### config.mk
export PLATFORM = sky130hd
export DESIGN_NAME = uart_reg_bridge
export DESIGN_NICKNAME = d
export VERILOG_FILES = /design/src/rtl/uart_bridge_pkg.sv /design/src/rtl/uart_reg_bridge_regfile.sv /design/src/rtl/uart_reg_bridge.sv
export SDC_FILE = /design/constraint.sdc
export NUM_CORES = 1
export LEC_CHECK = 0
export BUFFER_PORTS_ARGS = -buffer_cell sky130_fd_sc_hd__clkbuf_2
export CAP_MARGIN = 15
export CORE_MARGIN = 1.5
export CORE_UTILIZATION = 48
export DETAILED_ROUTE_END_ITERATION = 8
export HOLD_SLACK_MARGIN = 0.08
export PLACE_DENSITY = 0.67
export SKIP_LAST_GASP = 1
export SYNTH_ARGS = -nofsm -noshare
export SYNTH_HDL_FRONTEND = slang
export SYNTH_SLANG_ARGS = --single-unit
### constraint.sdc
create_clock -name I_clk -period 5.3 [get_ports I_clk]
set_clock_uncertainty 0.1 [all_clocks]
set_input_delay 0.53 -clock I_clk [delete_from_list [all_inputs] [get_ports I_clk]]
set_output_delay 0.53 -clock I_clk [all_outputs]
set_load 0.02 [all_outputs]
### src/rtl/uart_bridge_pkg.sv
// Shared constants for the UART register bridge:
// command/reply bytes, FSM states, palette defaults.
package uart_bridge_pkg;

    localparam int REG_BYTES     = 32;
    localparam int PALETTE_BYTES = 24;

    localparam logic [7:0] CMD_WRITE = 8'h57;
    localparam logic [7:0] CMD_READ  = 8'h52;
    localparam logic [7:0] RSP_OK    = 8'h4B;
    localparam logic [7:0] RSP_ERR   = 8'h3F;

    typedef enum logic [2:0] {
        ST_IDLE,
        ST_GET_ADDR,
        ST_GET_DATA,
        ST_EXEC,
        ST_SEND
    } state_t;

    // Colours are {B,G,R}
    localparam logic [23:0] COL_WHITE   = 24'hFFFFFF;
    localparam logic [23:0] COL_YELLOW  = 24'h00FFFF;
    localparam logic [23:0] COL_CYAN    = 24'hFFFF00;
    localparam logic [23:0] COL_GREEN   = 24'h00FF00;
    localparam logic [23:0] COL_MAGENTA = 24'hFF00FF;
    localparam logic [23:0] COL_RED     = 24'h0000FF;
    localparam logic [23:0] COL_BLUE    = 24'hFF0000;
    localparam logic [23:0] COL_BLACK   = 24'h000000;

    localparam logic [191:0] PALETTE_DEFAULT = {
        COL_BLACK, COL_BLUE, COL_RED, COL_MAGENTA,
        COL_GREEN, COL_CYAN, COL_YELLOW, COL_WHITE
    };

    // Power-on value of register byte idx
    function automatic logic [7:0] reset_byte(input int idx);
        logic [191:0] p;
        p = PALETTE_DEFAULT;
        if (idx < PALETTE_BYTES) begin
            return p[idx*8 +: 8];
        end
        return 8'h00;
    endfunction

endpackage

### src/rtl/uart_reg_bridge_regfile.sv
// 32x8 register file: one write port, one async read port,
// and a flat view of the palette bytes.
module bridge_regfile
    import uart_bridge_pkg::*;
(
    input  logic         I_clk,
    input  logic         I_rst_n,
    input  logic         we,
    input  logic [4:0]   waddr,
    input  logic [7:0]   wdata,
    input  logic [4:0]   raddr,
    output logic [7:0]   rdata,
    output logic [191:0] palette
);

    logic [7:0] mem [REG_BYTES];

    // Storage with reset to the default colour bars
    always_ff @(posedge I_clk or negedge I_rst_n) begin
        if (!I_rst_n) begin
            for (int i = 0; i < REG_BYTES; i++) begin
                mem[i] <= reset_byte(i);
            end
        end else if (we) begin
            mem[waddr] <= wdata;
        end
    end

    assign rdata = mem[raddr];

    for (genvar g = 0; g < PALETTE_BYTES; g++) begin : g_pal
        assign palette[g*8 +: 8] = mem[g];
    end

endmodule

### src/rtl/uart_reg_bridge.sv
// Framed read/write command responder over UART byte
// handshakes, fronting the palette register file.
module uart_reg_bridge
    import uart_bridge_pkg::*;
#(
    parameter int TIMEOUT_CYC = 270000
) (
    input  logic         I_clk,
    input  logic         I_rst_n,
    input  logic [7:0]   I_rx_data,
    input  logic         I_rx_data_valid,
    output logic         O_rx_data_ready,
    output logic [7:0]   O_tx_data,
    output logic         O_tx_data_valid,
    input  logic         I_tx_data_ready,
    output logic [191:0] O_palette,
    output logic         O_wr_strobe,
    output logic [4:0]   O_wr_addr,
    output logic         O_frame_err
);

    localparam int CW = $clog2(TIMEOUT_CYC + 1);
    localparam logic [CW-1:0] CNT_LAST = CW'(TIMEOUT_CYC - 1);

    state_t        state;
    state_t        state_next;
    logic [CW-1:0] cnt;
    logic [CW-1:0] cnt_next;
    logic [7:0]    cmd;
    logic [7:0]    addr;
    logic [7:0]    data;
    logic [7:0]    rdata;
    logic [7:0]    reply;
    logic          accept;
    logic          cmd_known;
    logic          addr_ok;
    logic          we;
    logic          timeout;

    assign O_rx_data_ready = (state == ST_IDLE) ||
                             (state == ST_GET_ADDR) ||
                             (state == ST_GET_DATA);
    assign accept    = I_rx_data_valid && O_rx_data_ready;
    assign cmd_known = (cmd == CMD_WRITE) || (cmd == CMD_READ);
    assign addr_ok   = (addr[7:5] == 3'b000);

    bridge_regfile u_regfile (
        .I_clk   (I_clk),
        .I_rst_n (I_rst_n),
        .we      (we),
        .waddr   (addr[4:0]),
        .wdata   (data),
        .raddr   (addr[4:0]),
        .rdata   (rdata),
        .palette (O_palette)
    );

    // State and timeout counter registers
    always_ff @(posedge I_clk or negedge I_rst_n) begin
        if (!I_rst_n) begin
            state <= ST_IDLE;
            cnt   <= '0;
        end else begin
            state <= state_next;
            cnt   <= cnt_next;
        end
    end

    // Next state, timeout, write enable and reply byte
    always_comb begin
        state_next = state;
        cnt_next   = '0;
        we         = 1'b0;
        timeout    = 1'b0;
        reply      = RSP_ERR;
        unique case (state)
            ST_IDLE: begin
                if (accept) begin
                    if ((I_rx_data == CMD_WRITE) ||
                        (I_rx_data == CMD_READ)) begin
                        state_next = ST_GET_ADDR;
                    end else begin
                        state_next = ST_EXEC;
                    end
                end
            end
            ST_GET_ADDR, ST_GET_DATA: begin
                if (accept) begin
                    if (state == ST_GET_ADDR && cmd == CMD_WRITE) begin
                        state_next = ST_GET_DATA;
                    end else begin
                        state_next = ST_EXEC;
                    end
                end else if (cnt == CNT_LAST) begin
                    state_next = ST_IDLE;
                    timeout    = 1'b1;
                end else begin
                    cnt_next = cnt + CW'(1);
                end
            end
            ST_EXEC: begin
                state_next = ST_SEND;
                if (cmd_known && addr_ok) begin
                    if (cmd == CMD_WRITE) begin
                        we    = 1'b1;
                        reply = RSP_OK;
                    end else begin
                        reply = rdata;
                    end
                end
            end
            ST_SEND: begin
                if (I_tx_data_ready) begin
                    state_next = ST_IDLE;
                end
            end
            default: state_next = ST_IDLE;
        endcase
    end

    // Frame capture and registered reply/strobe outputs
    always_ff @(posedge I_clk or negedge I_rst_n) begin
        if (!I_rst_n) begin
            cmd             <= 8'h00;
            addr            <= 8'h00;
            data            <= 8'h00;
            O_tx_data       <= 8'h00;
            O_tx_data_valid <= 1'b0;
            O_wr_strobe     <= 1'b0;
            O_wr_addr       <= 5'd0;
            O_frame_err     <= 1'b0;
        end else begin
            O_wr_strobe <= we;
            O_frame_err <= timeout;
            if (we) begin
                O_wr_addr <= addr[4:0];
            end
            if (accept && state == ST_IDLE) begin
                cmd <= I_rx_data;
            end
            if (accept && state == ST_GET_ADDR) begin
                addr <= I_rx_data;
            end
            if (accept && state == ST_GET_DATA) begin
                data <= I_rx_data;
            end
            if (state == ST_EXEC) begin
                O_tx_data       <= reply;
                O_tx_data_valid <= 1'b1;
            end else if (state == ST_SEND && I_tx_data_ready) begin
                O_tx_data_valid <= 1'b0;
            end
        end
    end

endmodule

Word level (Yosys, flattened, before mapping)

Cells that the tools add are included.

Register bits: 318
Bits in latches: 0
Memory bits (writable): 0
ROM bits: 0
Bits of input ports: 12
Output and inout port bits: 209
Word-level logic and storage cells: 101
Memories: 0

$add $sub $neg: 1
Multipliers: 0
Div/mod/pow operators: 0
$lt $le $gt $ge: 2
Eq/ne operators: 12
Shift operators: 0
Multiplexer cells: 26
Bitwise logic cells: 1
Reductions and logical operators: 17

Operators by type and width:

| kind                    | count |
|---|---|
| $bwmux W256             | 1 |
| $mux W19                | 3 |
| $bmux W8 S5             | 1 |
| $demux W8 S5            | 1 |
| $mux W8                 | 5 |
| $eq A8 B7 Y1 const B    | 4 |
| $add A19 B1 Y19 const B | 1 |
| $eq A19 B19 Y1 const B  | 1 |
| $mux W3                 | 4 |
| $pmux W3 S4             | 1 |
| $mux W1                 | 9 |
| $logic_and A1 B1 Y1     | 8 |
| $eq A3 B2 Y1 const B    | 2 |
| $ge A6 B6 Y1 const B    | 1 |
| $logic_not A3 Y1        | 2 |
| $lt A6 B1 Y1 const B    | 1 |
| $not A5 Y6              | 1 |
| $logic_or A1 B1 Y1      | 4 |
| $ne A2 B2 Y1 const B    | 2 |
| $eq A3 B1 Y1 const B    | 1 |
| $eq A3 B3 Y1 const B    | 1 |
| $ne A3 B3 Y1 const B    | 1 |
| $reduce_and A3 Y1       | 1 |
| $mux W2                 | 1 |
| 2 further kinds         | 2 |

Logic depth before layout (Yosys ltp)

Gate-level depths: netlist of the first run.

Word-level depth: 6
Depth in mapped cells: 9
Depth with buffers taken out: 6

Hierarchy

From an unflattened synthesis of the first run, not the netlist that was laid out.

Cell total of the unflattened synthesis: 1121
Area, all modules: 15930.3 um^2

By module, submodules not included:

| module          | instances | cells each | area an instance (um^2) | sequential area each (um^2) |
|---|---|---|---|---|
| bridge_regfile  | 1         | 891        | 13210.2                 | 6526.3 |
| uart_reg_bridge | 1         | 230        | 2720.1                  | 1551.5 |

Worst setup path after synthesis of the first run

OpenSTA, ideal clock, no wires.

Kind: register to register
Start: register cmd[3]
End: register u_regfile.mem, in the netlist u_regfile.palette[10]
Setup time: 0.082 ns
Arrival time: 1.992 ns
Slack: 3.126 ns
Stages on the path, launching flop included: 8
Buffers on the path: 2
Cells stage by stage: dfrtp_1 nand4b_2 or2_1 buf_2 nor3_1 nor2b_1 buf_4 mux2_2

Word-level cells in the longest chain between the ends: 5
Elaborated cells between the ends (all ways): 7
Those cells by class: eq/ne (2); mux (3); reduce/logical (2)

Ends and longest elaborated chain:

| element                         | line                                          | RTL |
|---|---|---|
| start: declaration              | uart_reg_bridge.sv:29                         | `logic [7:0] cmd;` |
| start signal: assignment        | uart_reg_bridge.sv:139                        | `cmd <= I_rx_data;` |
| $eq A8 B7 Y1 (on tied branches) | uart_reg_bridge.sv:44, uart_reg_bridge.sv:104 |  |
| $logic_or A1 B1 Y1              | uart_reg_bridge.sv:44                         | `assign cmd_known = (cmd == CMD_WRITE) \|\| (cmd == CMD_READ);` |
| $logic_and A1 B1 Y1             | uart_reg_bridge.sv:103                        | `if (cmd_known && addr_ok) begin` |
| $mux W1 (*)                     | uart_reg_bridge.sv:103                        |  |
| $mux W1 (*)                     | uart_reg_bridge.sv:76                         | `unique case (state)` |
| end signal: indexed assignment  | uart_reg_bridge_regfile.sv:22                 | `mem[i] <= reset_byte(i);` |
| end signal: indexed assignment  | uart_reg_bridge_regfile.sv:25                 | `mem[waddr] <= wdata;` |
| end: declaration                | uart_reg_bridge_regfile.sv:16                 | `logic [7:0] mem [REG_BYTES];` |

Every way passes the cells marked *; elsewhere a longest branch is shown, timed or not.
A chain may end at the register's enable or synchronous reset.

Worst setup path after layout of the first run

Start: register state[0]
End: register u_regfile.mem, in the netlist u_regfile.palette[9]

Word-level cells in the longest chain between the ends: 2

Ends and longest elaborated chain:

| element                  | line                  | RTL |
|---|---|---|
| start: declaration       | uart_reg_bridge.sv:25 | `state_t state;` |
| start signal: assignment | uart_reg_bridge.sv:64 | `state <= state_next;` |
| $eq A3 B2 Y1             | uart_reg_bridge.sv:76 |  |
| $mux W1                  | uart_reg_bridge.sv:76 |  |

Every way passes these cells.

==> results.ini, run 1 <==
[synth]
synth_warnings = 0
yosys.area.top_type = dfrtp_1
synth_seq_cells = 318
synthTopCellsByCount = mux2_2 (290), dfrtp_1 (222), buf_4 (193)
synth_most_common_cell = mux2_2
syn_area_per_cell_um2 = 12.79
synthFlopType = dfrtp_1
seq_area_frac_synth = 0.4986
synth_area_mm2 = 0.01620
yosysUniqueCellTypes = 57
synthCells = 1267
synth_edf_count = 0
async_reset_ff_frac = 1.000
synth_nets = 1280
yosys.area.top_type_share = 0.3429
synth_area_leaders = dfrtp_1 (34%), mux2_2 (20%), dfstp_2 (16%)

[route]
drc = 0
viasPerCell = 5.751
initialDrtViolationCount = 667
antenna_left = 0
dr.pass1.iters = 5
wl_um = 42660
vias = 10070
routedWlPerCell_um = 24.36

[clock_tree]
cts_resized = 0
root_buffer = clkbuf_16
cts_buffers = 35
clk_latency_ns = 0.51
htreeDepth = 2
clock_path_buffers = 3
clkTransAtPathRegs_ns = 0.06
cts_hold_buffers = 1
clock_sink_count = 318
cts_tree = built
cts_setup_buffers = 0

[worst_setup_path]
worst_path_max_delay_cell = nor2b_1
worst-r2r-cell-count = 5
cpPeakStageDelay_ns = 0.81
cp-end-kind = flip-flop
path_class = flip-flop to flip-flop
worstPathArrival_ns = 3.51
worstPathCellList = and3b_1 -> and3_1 -> nand3b_1 -> nor2b_1 -> mux2_2
worstPathRequired_ns = 5.62
crit_path_max_fanout = 11
startpoint_type = flip-flop

[finish]
final_util = 0.5220
multi_input_area_mm2 = 0.006342
design_area_mm2 = 0.01742
nets = 1291
syn_to_final_growth_pct = 7.491
ff_latch_area_mm2 = 0.008083
drive_gt1_frac = 0.5495
antenna_cells = 0
fillCellCount = 2934

[sta]
clock.fmax_mhz = 313.3
maxSlewHeadroom = 0.2392
hold_viol_final = 0
worstMarginPinSlew_ns = 1.141
fin_ws_ns = 2.108
finalCritPeriodShare = 0.6023
drv_slew = 0
rsz0062_at_grt = false
setup_viol = 0
tns_ns = 0
fin_crit_ns = 3.192

[placed_design]
dp_hpwl_um = 29750
preCtsSetupSlack_ns = 2.052
gp_congestion = 0.9937
postPlaceCellArea_mm2 = 0.01622
io_buffers = 220

[floorplanning]
core_region_area_mm2 = 0.03336
die_area_mm2 = 0.03486
initial_core_util = 0.4856
placementRows = 67
die_x_um = 186.7
die_y_um = 186.7
num_io_pins = 221

[power]
power_mw = 6.691
p_sw_frac = 0.3254
pwr-share-comb = 0.197
powerDensity_mw_per_mm2 = 384.2
peakVddDrop_uv = 273.8
power_leakage_nw = 8.286
power_frac_clock = 0.361
intPower_mw = 4.514
p_seq_frac = 0.443
p_switching_mw = 2.177

[global_routing]
grtUsageTotal = 0.2424
grt_antenna_before_repair = 0
grt-ovfl-total = 0
grt_start_max_net_pins = 111
grt_pass1_vias = 10160
grt_pass1_wl_um = 64200

[run_status]
run_status = finished clean

[hold_path]
hold_path.class = input pin to flip-flop
holdPathStages = 2

[flow_run]
maxCapViolations = 0

-- flip-flops by register name, summed over array words and instances (netlist names) --
| register | count |
|---|---|
| data | 8 |
| cnt | 19 |
| O_tx_data | 8 |
| O_wr_strobe | 1 |
| O_tx_data_valid | 1 |
| u_regfile.mem | 64 |
| addr | 8 |
| O_wr_addr | 5 |
| u_regfile.palette | 192 |
| O_frame_err | 1 |
| cmd | 8 |
| state | 3 |
-- layout make-up --
cell class | instances | area share
sequential | 318 | 0.4641
multi-input combinational | 681 | 0.3642
timing repair buffer | 235 | 0.07256
clock buffer | 55 | 0.06035
tap | 448 | 0.03219
clock inverter | 7 | 0.005101
inverter | 7 | 0.001509
-- metal layers --
metal	wire length [um]	track usage	part of all wire	up-vias
met1	18080	0.3341	0.42	5226
met4	1481	0.08127	0.035	0
met5	0	0	0	-
met2	20050	0.3836	0.47	384
li1	-	-	-	4371
met3	3049	0.04928	0.071	89
-- metrics by stage --
step / std cells / hold slack [ns]
global placement: 1685 / 0.3712
global route: 1751 / 0.2376
floorplan: 1267 / 0.1344
CTS: 1748 / 0.2175
detailed placement: 1685 / 0.3895
finish: 1751 / 0.2267
-- logic make-up after synthesis --
family,share of synthesized area
multiplexers,0.2806
buffers and inverters,0.1100
flip-flops,0.4986
XOR/XNOR,0.01081
adder cells (fa/ha/maj),0.0007721
AND/OR/NAND/NOR,0.06726
AO/OA/AOI/OAI,0.03197
-- power groups by stage --
stage                     Clock, mW  Combinational [mW]  Sequential [mW]
after floorplan                   0                1.13             2.68
after global placement            0                1.21             3.03
after detailed placement          0                1.21             3.05
after CTS                      2.46                1.22             3.01
after global routing           2.56                1.40             3.00
final                          2.42                1.31             2.96
-- final timing paths --
path	from	endpoint	slack [ns]
setup / recovery	state[0]	u_regfile.palette[9]	2.11
hold / removal	I_rx_data[3]	addr[3]	0.23
setup reg to reg	state[0]	u_regfile.palette[9]	2.11
hold reg to reg	cnt[0]	cnt[0]	0.39
max in group asynchronous	I_rst_n	u_regfile.palette[151]	3.21
min in group asynchronous	I_rst_n	u_regfile.palette[106]	0.59
-- cell usage in the layout, fill, tap and decap left out, types with 3 or more instances in the layout --
cell and instances:
a21oi_1 8, a22oi_1 4, a31oi_1 4, and2_1 3, and3_1 8, buf_4 10, clkbuf_1 10, clkbuf_16 35
clkbuf_2 220, clkbuf_8 10, clkinv_2 4, dfrtp_1 220, dfstp_2 96, inv_1 7, mux2_2 290, mux2i_1 92
mux4_2 16, nand2_1 28, nand2b_1 4, nand3_1 13, nand4_1 9, nand4b_1 6, nor2_1 38, nor2_2 11
nor2b_1 7, nor3_1 6, nor3_2 3, nor4_1 3, o21ai_0 9, o22ai_1 44, or3_1 5, or4_1 10
or4b_2 4, or4bb_1 5, xnor2_1 8, xor2_1 12
-- worst max-delay path: cells and delay by family, from the launching register on --
family	cells	cell delay, ns
flip-flops	1	0.57
multiplexers	1	0.41
AND/OR/NAND/NOR	4	2.02
Note: power is estimated with default switching activity, not from simulation.
==> run 2: changes to the inputs <==
==> constraint.sdc (replaced) <==
create_clock -name I_clk -period 3.27 [get_ports I_clk]
set_clock_uncertainty 0.1 [all_clocks]
set_input_delay 0.327 -clock I_clk [delete_from_list [all_inputs] [get_ports I_clk]]
set_output_delay 0.327 -clock I_clk [all_outputs]
set_load 0.02 [all_outputs]
==> run 2 against run 1 <==
Sequential share of layout area shrank 0.67 points. Sequential power grew 54%. Global-route usage grew 0.26 points. Routed wire length grew 0.84%. Worst setup slack lost 1.7 ns. Combinational power grew 88%. Via count shrank 0.20%. Die area is the same. Non-clock buffer count grew 24. Power grew 65%. Largest cell class unchanged.
==> results.ini, run 2 (synthesis results as in run 1) <==
[route]
drc = 0  ; unchanged
routedWlPerCell_um = 24.23  ; -0.52%
viasPerCell = 5.662  ; -1.5%
antenna_left = 0  ; unchanged
wl_um = 43010  ; +0.84%
dr.pass1.iters = 5  ; unchanged
initialDrtViolationCount = 535  ; -20%
vias = 10050  ; -0.20%

[floorplanning]
die_y_um = 186.7  ; unchanged
num_io_pins = 221  ; unchanged
die_area_mm2 = 0.03486  ; unchanged
placementRows = 67  ; unchanged
core_region_area_mm2 = 0.03336  ; unchanged
initial_core_util = 0.4856  ; unchanged
die_x_um = 186.7  ; unchanged

[sta]
finalCritPeriodShare = 0.8688  ; +0.2665
maxSlewHeadroom = 0.2589  ; +0.01974
clock.fmax_mhz = 352.0  ; +12%
rsz0062_at_grt = false
worstMarginPinSlew_ns = 1.112  ; -0.02962 ns
setup_viol = 0  ; unchanged
fin_crit_ns = 2.841  ; -0.3513 ns
hold_viol_final = 0  ; unchanged
hold_slack_ns = 0.2881  ; +0.06148 ns
drv_slew = 0  ; unchanged
tns_ns = 0  ; unchanged

[worst_setup_path]
worst_path_max_delay_cell = nor2_2
startpoint_type = flip-flop
crit_family = simple AND/OR/NAND/NOR gates
worstPathCellList = and3b_1 -> buf_4 -> nand3_2 -> or3_1 -> nor2_2 -> mux2_2
worstPathRequired_ns = 3.59  ; -2.03 ns
cp-end-kind = flip-flop
path_class = flip-flop to flip-flop
crit_path_max_fanout = 11  ; unchanged
r2r_setup_slack_ns = 0.43  ; -1.68 ns
cpPeakStageDelay_ns = 0.61  ; -0.20 ns
worstPathArrival_ns = 3.16  ; -0.35 ns
cp_num_buf_inv = 1  ; +1

[power]
power_mw = 11.04  ; +65%
power_leakage_nw = 8.416  ; +1.6%
powerDensity_mw_per_mm2 = 624.6  ; +63%
peakVddDrop_uv = 452.3  ; +65%

[clock_tree]
root_buffer = clkbuf_16
clock_sink_count = 318  ; unchanged
clk_latency_ns = 0.52  ; about the same
cts_tree = built
cts_buffers = 35  ; unchanged
clkTransAtPathRegs_ns = 0.06  ; about the same
htreeDepth = 2  ; unchanged
clock_path_buffers = 3  ; unchanged

[finish]
largest_reg_flops = 192  ; unchanged
nets = 1315  ; +1.9%
final_cell_mix = mux2_2 (290), dfrtp_1 (220), clkbuf_2 (219), dfstp_2 (96), mux2i_1 (92)
drive_gt1_frac = 0.5494  ; about the same
final_common_cell = mux2_2
fillCellCount = 2953  ; +0.65%
antenna_cells = 0  ; unchanged
syn_to_final_growth_pct = 9.074

[hold_path]
hold_path.class = input pin to async pin

[run_status]
run_status = finished clean

[placed_design]
io_buffers = 220  ; unchanged
gp_congestion = 0.9229  ; -7.1%
dp_hpwl_um = 30670  ; +3.1%

[global_routing]
grt_antenna_before_repair = 0  ; unchanged
grt_pass1_vias = 10160  ; unchanged
grt-ovfl-total = 0  ; unchanged
grt_pass1_wl_um = 64750  ; +0.85%
grtUsageTotal = 0.2450  ; +0.002605
grt_start_max_net_pins = 101  ; -9.0%

[flow_run]
maxCapViolations = 0  ; unchanged

-- run 2: cell count changes in the layout (fill, tap and decap cells not counted) --
cell,before,now
buf_4,10,23
dlygate4sd3_1,1,11
buf_12,1,5
clkbuf_8,10,7
bufinv_16,2,4
buf_16,1,0
buf_8,2,1
clkbuf_1,10,11
clkbuf_2,220,219
clkinv_2,4,3
clkinv_4,0,1
-- run 2: area by class of cell --
class                   instances  area (um2)  area share
flip-flops and latches        318        8083      0.4574
multi-input cells             681        6342      0.3589
repair buffers                259        1494     0.08454
clock buffers                  53        1013     0.05735
well taps                     448       560.5     0.03172
clock inverters                 9       152.6    0.008638
inverters                       7       26.28    0.001487
-- run 2: stage by stage --
| stage | instance area [um2] | cells | util | worst slack (ns) |
|---|---|---|---|---|
| 2_1_floorplan | 16200 | 1267 | - | 1.096 |
| 4_1_cts | 17670 | 1775 | 0.5297 | 0.4764 |
| 5_1_grt | 17670 | 1775 | 0.5297 | 0.3417 |
| 3_3_place_gp | 16400 | 1702 | 0.4914 | 0.5485 |
| 3_5_place_dp | 16400 | 1702 | 0.4914 | 0.5080 |
| 6_report | 17670 | 1775 | 0.5297 | 0.4292 |
-- run 2: path summary, 6_finish.rpt --
check	from	to	cells after the start
setup reg to reg	state[0]	u_regfile.palette[35]	6
setup / recovery	state[0]	u_regfile.palette[35]	6
hold / removal	I_rst_n	u_regfile.palette[108]	2
min in group I_clk	cnt[0]	cnt[0]	1
hold reg to reg	cnt[0]	cnt[0]	1
max in group asynchronous	I_rst_n	O_wr_addr[2]	3
-- run 2: per-layer routing --
metal,wire length [um],global-route usage,share of wire
met1,18570,0.3289,0.43
met4,1087,0.06824,0.025
met3,2665,0.05511,0.062
met5,0,0,0
met2,20690,0.4003,0.48
-- run 2: power by group --
part           total [mW]  switching [mW]  internal (mW)  leakage, nW
registers            4.55           0.415           4.14         4.00
logic                2.46            1.58          0.887         3.84
clock network        4.02            1.57           2.46        0.572
-- run 2: worst reg2reg max path: cells and delay by family, from the launching register on --
| kind | cells | cell delay [ns] |
|---|---|---|
| AND/OR/NAND/NOR | 4 | 1.51 |
| flip-flops | 1 | 0.56 |
| buffers and inverters | 1 | 0.19 |
| multiplexers | 1 | 0.40 |
-- run 2: what timing repair did --
action,CTS,global route
resized for setup,0,0
hold endpoints to repair,77,0
hold buffers,11,0
setup buffers,0,0
==> run 3: changes to the inputs <==
--- a/config.mk
+++ b/config.mk
@@ -5,13 +5,15 @@
 export SDC_FILE = /design/constraint.sdc
 export NUM_CORES = 1
 export LEC_CHECK = 0
+export ABC_AREA = 1
 export BUFFER_PORTS_ARGS = -buffer_cell sky130_fd_sc_hd__clkbuf_2
 export CAP_MARGIN = 15
+export CORE_ASPECT_RATIO = 1.75
 export CORE_MARGIN = 1.5
 export CORE_UTILIZATION = 48
 export DETAILED_ROUTE_END_ITERATION = 8
 export HOLD_SLACK_MARGIN = 0.08
-export PLACE_DENSITY = 0.67
+export PLACE_DENSITY = 0.68
 export SKIP_LAST_GASP = 1
 export SYNTH_ARGS = -nofsm -noshare
 export SYNTH_HDL_FRONTEND = slang
==> constraint.sdc (replaced) <==
create_clock -name I_clk -period 3.4 [get_ports I_clk]
set_clock_uncertainty 0.1 [all_clocks]
set_input_delay 0.34 -clock I_clk [delete_from_list [all_inputs] [get_ports I_clk]]
set_output_delay 0.34 -clock I_clk [all_outputs]
set_load 0.02 [all_outputs]
==> run 3 against run 2 <==
Routed wire length up 8.6%. Combinational power down 4%. Sequential power down 9.2%. Critical path type unchanged. Global-route usage up 2.6 points. Highest routed layer unchanged. Non-clock buffer count up 11. Register-to-register slack better by 0.06 ns. Maximum frequency down 2.5%. Flip-flop and latch count unchanged.
==> results.ini, run 3 <==
[run_status]
run_status = finished clean

[worst_setup_path]
worstPathCellList = nor2_1 -> nand3_1 -> nor2_1 -> nand2_1 -> nor3_4 -> nand2_1 -> o21ai_0
crit_path_max_fanout = 16  ; +5
worstPathRequired_ns = 3.77  ; +0.18 ns
startpoint_type = flip-flop
worstPathArrival_ns = 3.29  ; +0.13 ns
path_class = flip-flop to flip-flop
cp-end-kind = flip-flop
cpPeakStageDelay_ns = 0.67  ; +0.06 ns
worst_path_max_delay_cell = nor3_4

[clock_tree]
clock_sink_count = 318  ; unchanged
cts_resized = 0  ; unchanged
cts_buffers = 30  ; -14%
htreeDepth = 1  ; -1
root_buffer = clkbuf_16
cts_hold_buffers = 11  ; unchanged
clkTransAtPathRegs_ns = 0.07  ; about the same
cts_tree = built
clk_latency_ns = 0.56  ; +0.04 ns
cts_setup_buffers = 0  ; unchanged
clock_path_buffers = 3  ; unchanged

[synth]
synthFlopType = dfrtp_1
synth_most_common_cell = nand2_1
seq_area_frac_synth = 0.5031  ; +0.004546
yosys.area.top_type = dfrtp_1
synth_seq_cells = 318  ; unchanged
synth_area_mm2 = 0.01606  ; -0.90%
yosysUniqueCellTypes = 24  ; -58%
synth_area_leaders = dfrtp_1 (35%), nand2_1 (22%), dfstp_2 (16%)
synth_edf_count = 0  ; unchanged
synth_nets = 2092  ; +63%
synthTopCellsByCount = nand2_1 (923), o21ai_0 (298), dfrtp_1 (222)
async_reset_ff_frac = 1.000  ; unchanged
synth_warnings = 0  ; unchanged
synthCells = 2079  ; +64%
syn_area_per_cell_um2 = 7.723  ; -40%
yosys.area.top_type_share = 0.3460  ; +0.003126

[floorplanning]
placementRows = 88  ; +31%
core_region_area_mm2 = 0.03292  ; -1.3%
initial_core_util = 0.4877  ; +0.002087
num_io_pins = 221  ; unchanged
die_y_um = 244.9  ; +31%
die_x_um = 141.3  ; -24%
die_area_mm2 = 0.03460  ; -0.76%

[finish]
final_common_cell = nand2_1
final_util = 0.5249  ; -0.004807
nets = 2093  ; +59%
antenna_cells = 0  ; unchanged
design_area_mm2 = 0.01728  ; -2.2%
final_cell_mix = nand2_1 (923), o21ai_0 (298), dfrtp_1 (220), clkbuf_2 (219), dfstp_2 (96)
drive_gt1_frac = 0.1987  ; -0.3507
largest_reg_flops = 192  ; unchanged
syn_to_final_growth_pct = 7.622

[placed_design]
preCtsSetupSlack_ns = 0.5534  ; +0.04543 ns
gp_congestion = 0.8854  ; -4.1%
dp_hpwl_um = 32100  ; +4.7%
postPlaceCellArea_mm2 = 0.01613  ; -1.6%
io_buffers = 220  ; unchanged

[route]
antenna_left = 0  ; unchanged
drc = 0  ; unchanged
met1_length_um = 17950  ; -3.4%
routed-wl-met3_um = 3114  ; +17%
met2_wirelength_um = 22820  ; +10%
routed.top_layer = met4
initialDrtViolationCount = 988  ; +85%
routedWlPerCell_um = 18.61  ; -23%
viasPerCell = 5.372  ; -5.1%
vias = 13480  ; +34%
wl_um = 46700  ; +8.6%
dr.pass1.iters = 6  ; +1

[sta]
tns_ns = 0  ; unchanged
hold_slack_ns = 0.2598  ; -0.02836 ns
maxSlewHeadroom = 0.2988  ; +0.03986
drv_slew = 0  ; unchanged
finalCritPeriodShare = 0.8573  ; -0.01144
fin_ws_ns = 0.4851  ; +0.05595 ns
setup_viol = 0  ; unchanged
hold_viol_final = 0  ; unchanged
clock.fmax_mhz = 343.1  ; -2.5%
worstMarginPinSlew_ns = 1.051  ; -0.06095 ns
rsz0062_at_grt = false
fin_crit_ns = 2.915  ; +0.07405 ns

[power]
power_leakage_nw = 8.479  ; +0.75%
peakVddDrop_uv = 510.2  ; +13%
powerDensity_mw_per_mm2 = 578.5  ; -7.4%

[global_routing]
grt_pass1_vias = 13070  ; +29%
grt_pass1_wl_um = 73100  ; +13%
grt-ovfl-total = 0  ; unchanged
grt_antenna_before_repair = 0  ; unchanged
grt_start_max_net_pins = 88  ; -13%
grtUsageTotal = 0.2710  ; +0.02605

[flow_run]
maxCapViolations = 0  ; unchanged

[hold_path]
hold_path.class = input pin to async pin

## run 3: cell count changes after synthesis, moves of 51 or more
cell     change
inv_1       +51
o21ai_0    +289
mux2_2     -290
nand2_1    +895
mux2i_1     -92
nand3_1     +51
## run 3: final cells by class
type                       count  area [um2]
sequential                   318        8083
clock buffer                  42       910.9
inverter                      59       221.5
timing repair buffer         270        1551
fill                        3137       15640
tap                          405       506.7
clock inverter                14       130.1
multi-input combinational   1401        5876
## run 3: per-stage QoR
stage / std cells / power (mW)
4_1_cts: 2509 / 10.01
3_3_place_gp: 2442 / 6.471
2_1_floorplan: 2079 / 5.434
6_report: 2509 / 9.996
5_1_grt: 2509 / 10.38
3_5_place_dp: 2442 / 6.500
## run 3: where the power goes
part           internal (mW)  total, mW  switching (mW)
sequential              3.96       4.13           0.162
clock                   2.02       3.52            1.49
combinational          0.431       2.35            1.92
total                   6.42       10.0            3.58
## run 3: kinds of logic (layout without fill, tap and decap cells)
family,count (synthesis),count (layout),share of synthesized area
xor+xnor,5,5,0.002727
simple gates,1080,1080,0.2637
compound gates,315,315,0.09843
buf+inv,360,385,0.1312
flops,318,318,0.5031
fa+ha+maj,1,1,0.0007792
## run 3: worst max-delay path: cells and delay by family, from the launching register on
family             cells  cell delay [ns]
DFF                    1             0.38
and+or+nand+nor        6             2.01
AOI/OAI and AO/OA      1             0.33
## run 3: metal layers
metal / vias up / global-route usage
li1: 6359 / -
met1: 6451 / 0.3319
met2: 535 / 0.4554
met3: 133 / 0.03902
met4: 0 / 0.1553
met5: - / 0
## run 3: final timing paths
| kind | start | to | slack, ns | cells past startpoint |
|---|---|---|---|---|
| setup / recovery | cmd[7] | u_regfile.palette[112] | 0.49 | 7 |
| hold / removal | I_rst_n | data[2] | 0.26 | 2 |
| setup reg to reg | cmd[7] | u_regfile.palette[112] | 0.49 | 7 |
| min in group I_clk | O_tx_data[6] | O_tx_data[6] | 0.39 | 2 |
| max in group asynchronous | I_rst_n | u_regfile.palette[80] | 2.01 | 3 |
| hold reg to reg | O_tx_data[6] | O_tx_data[6] | 0.39 | 2 |
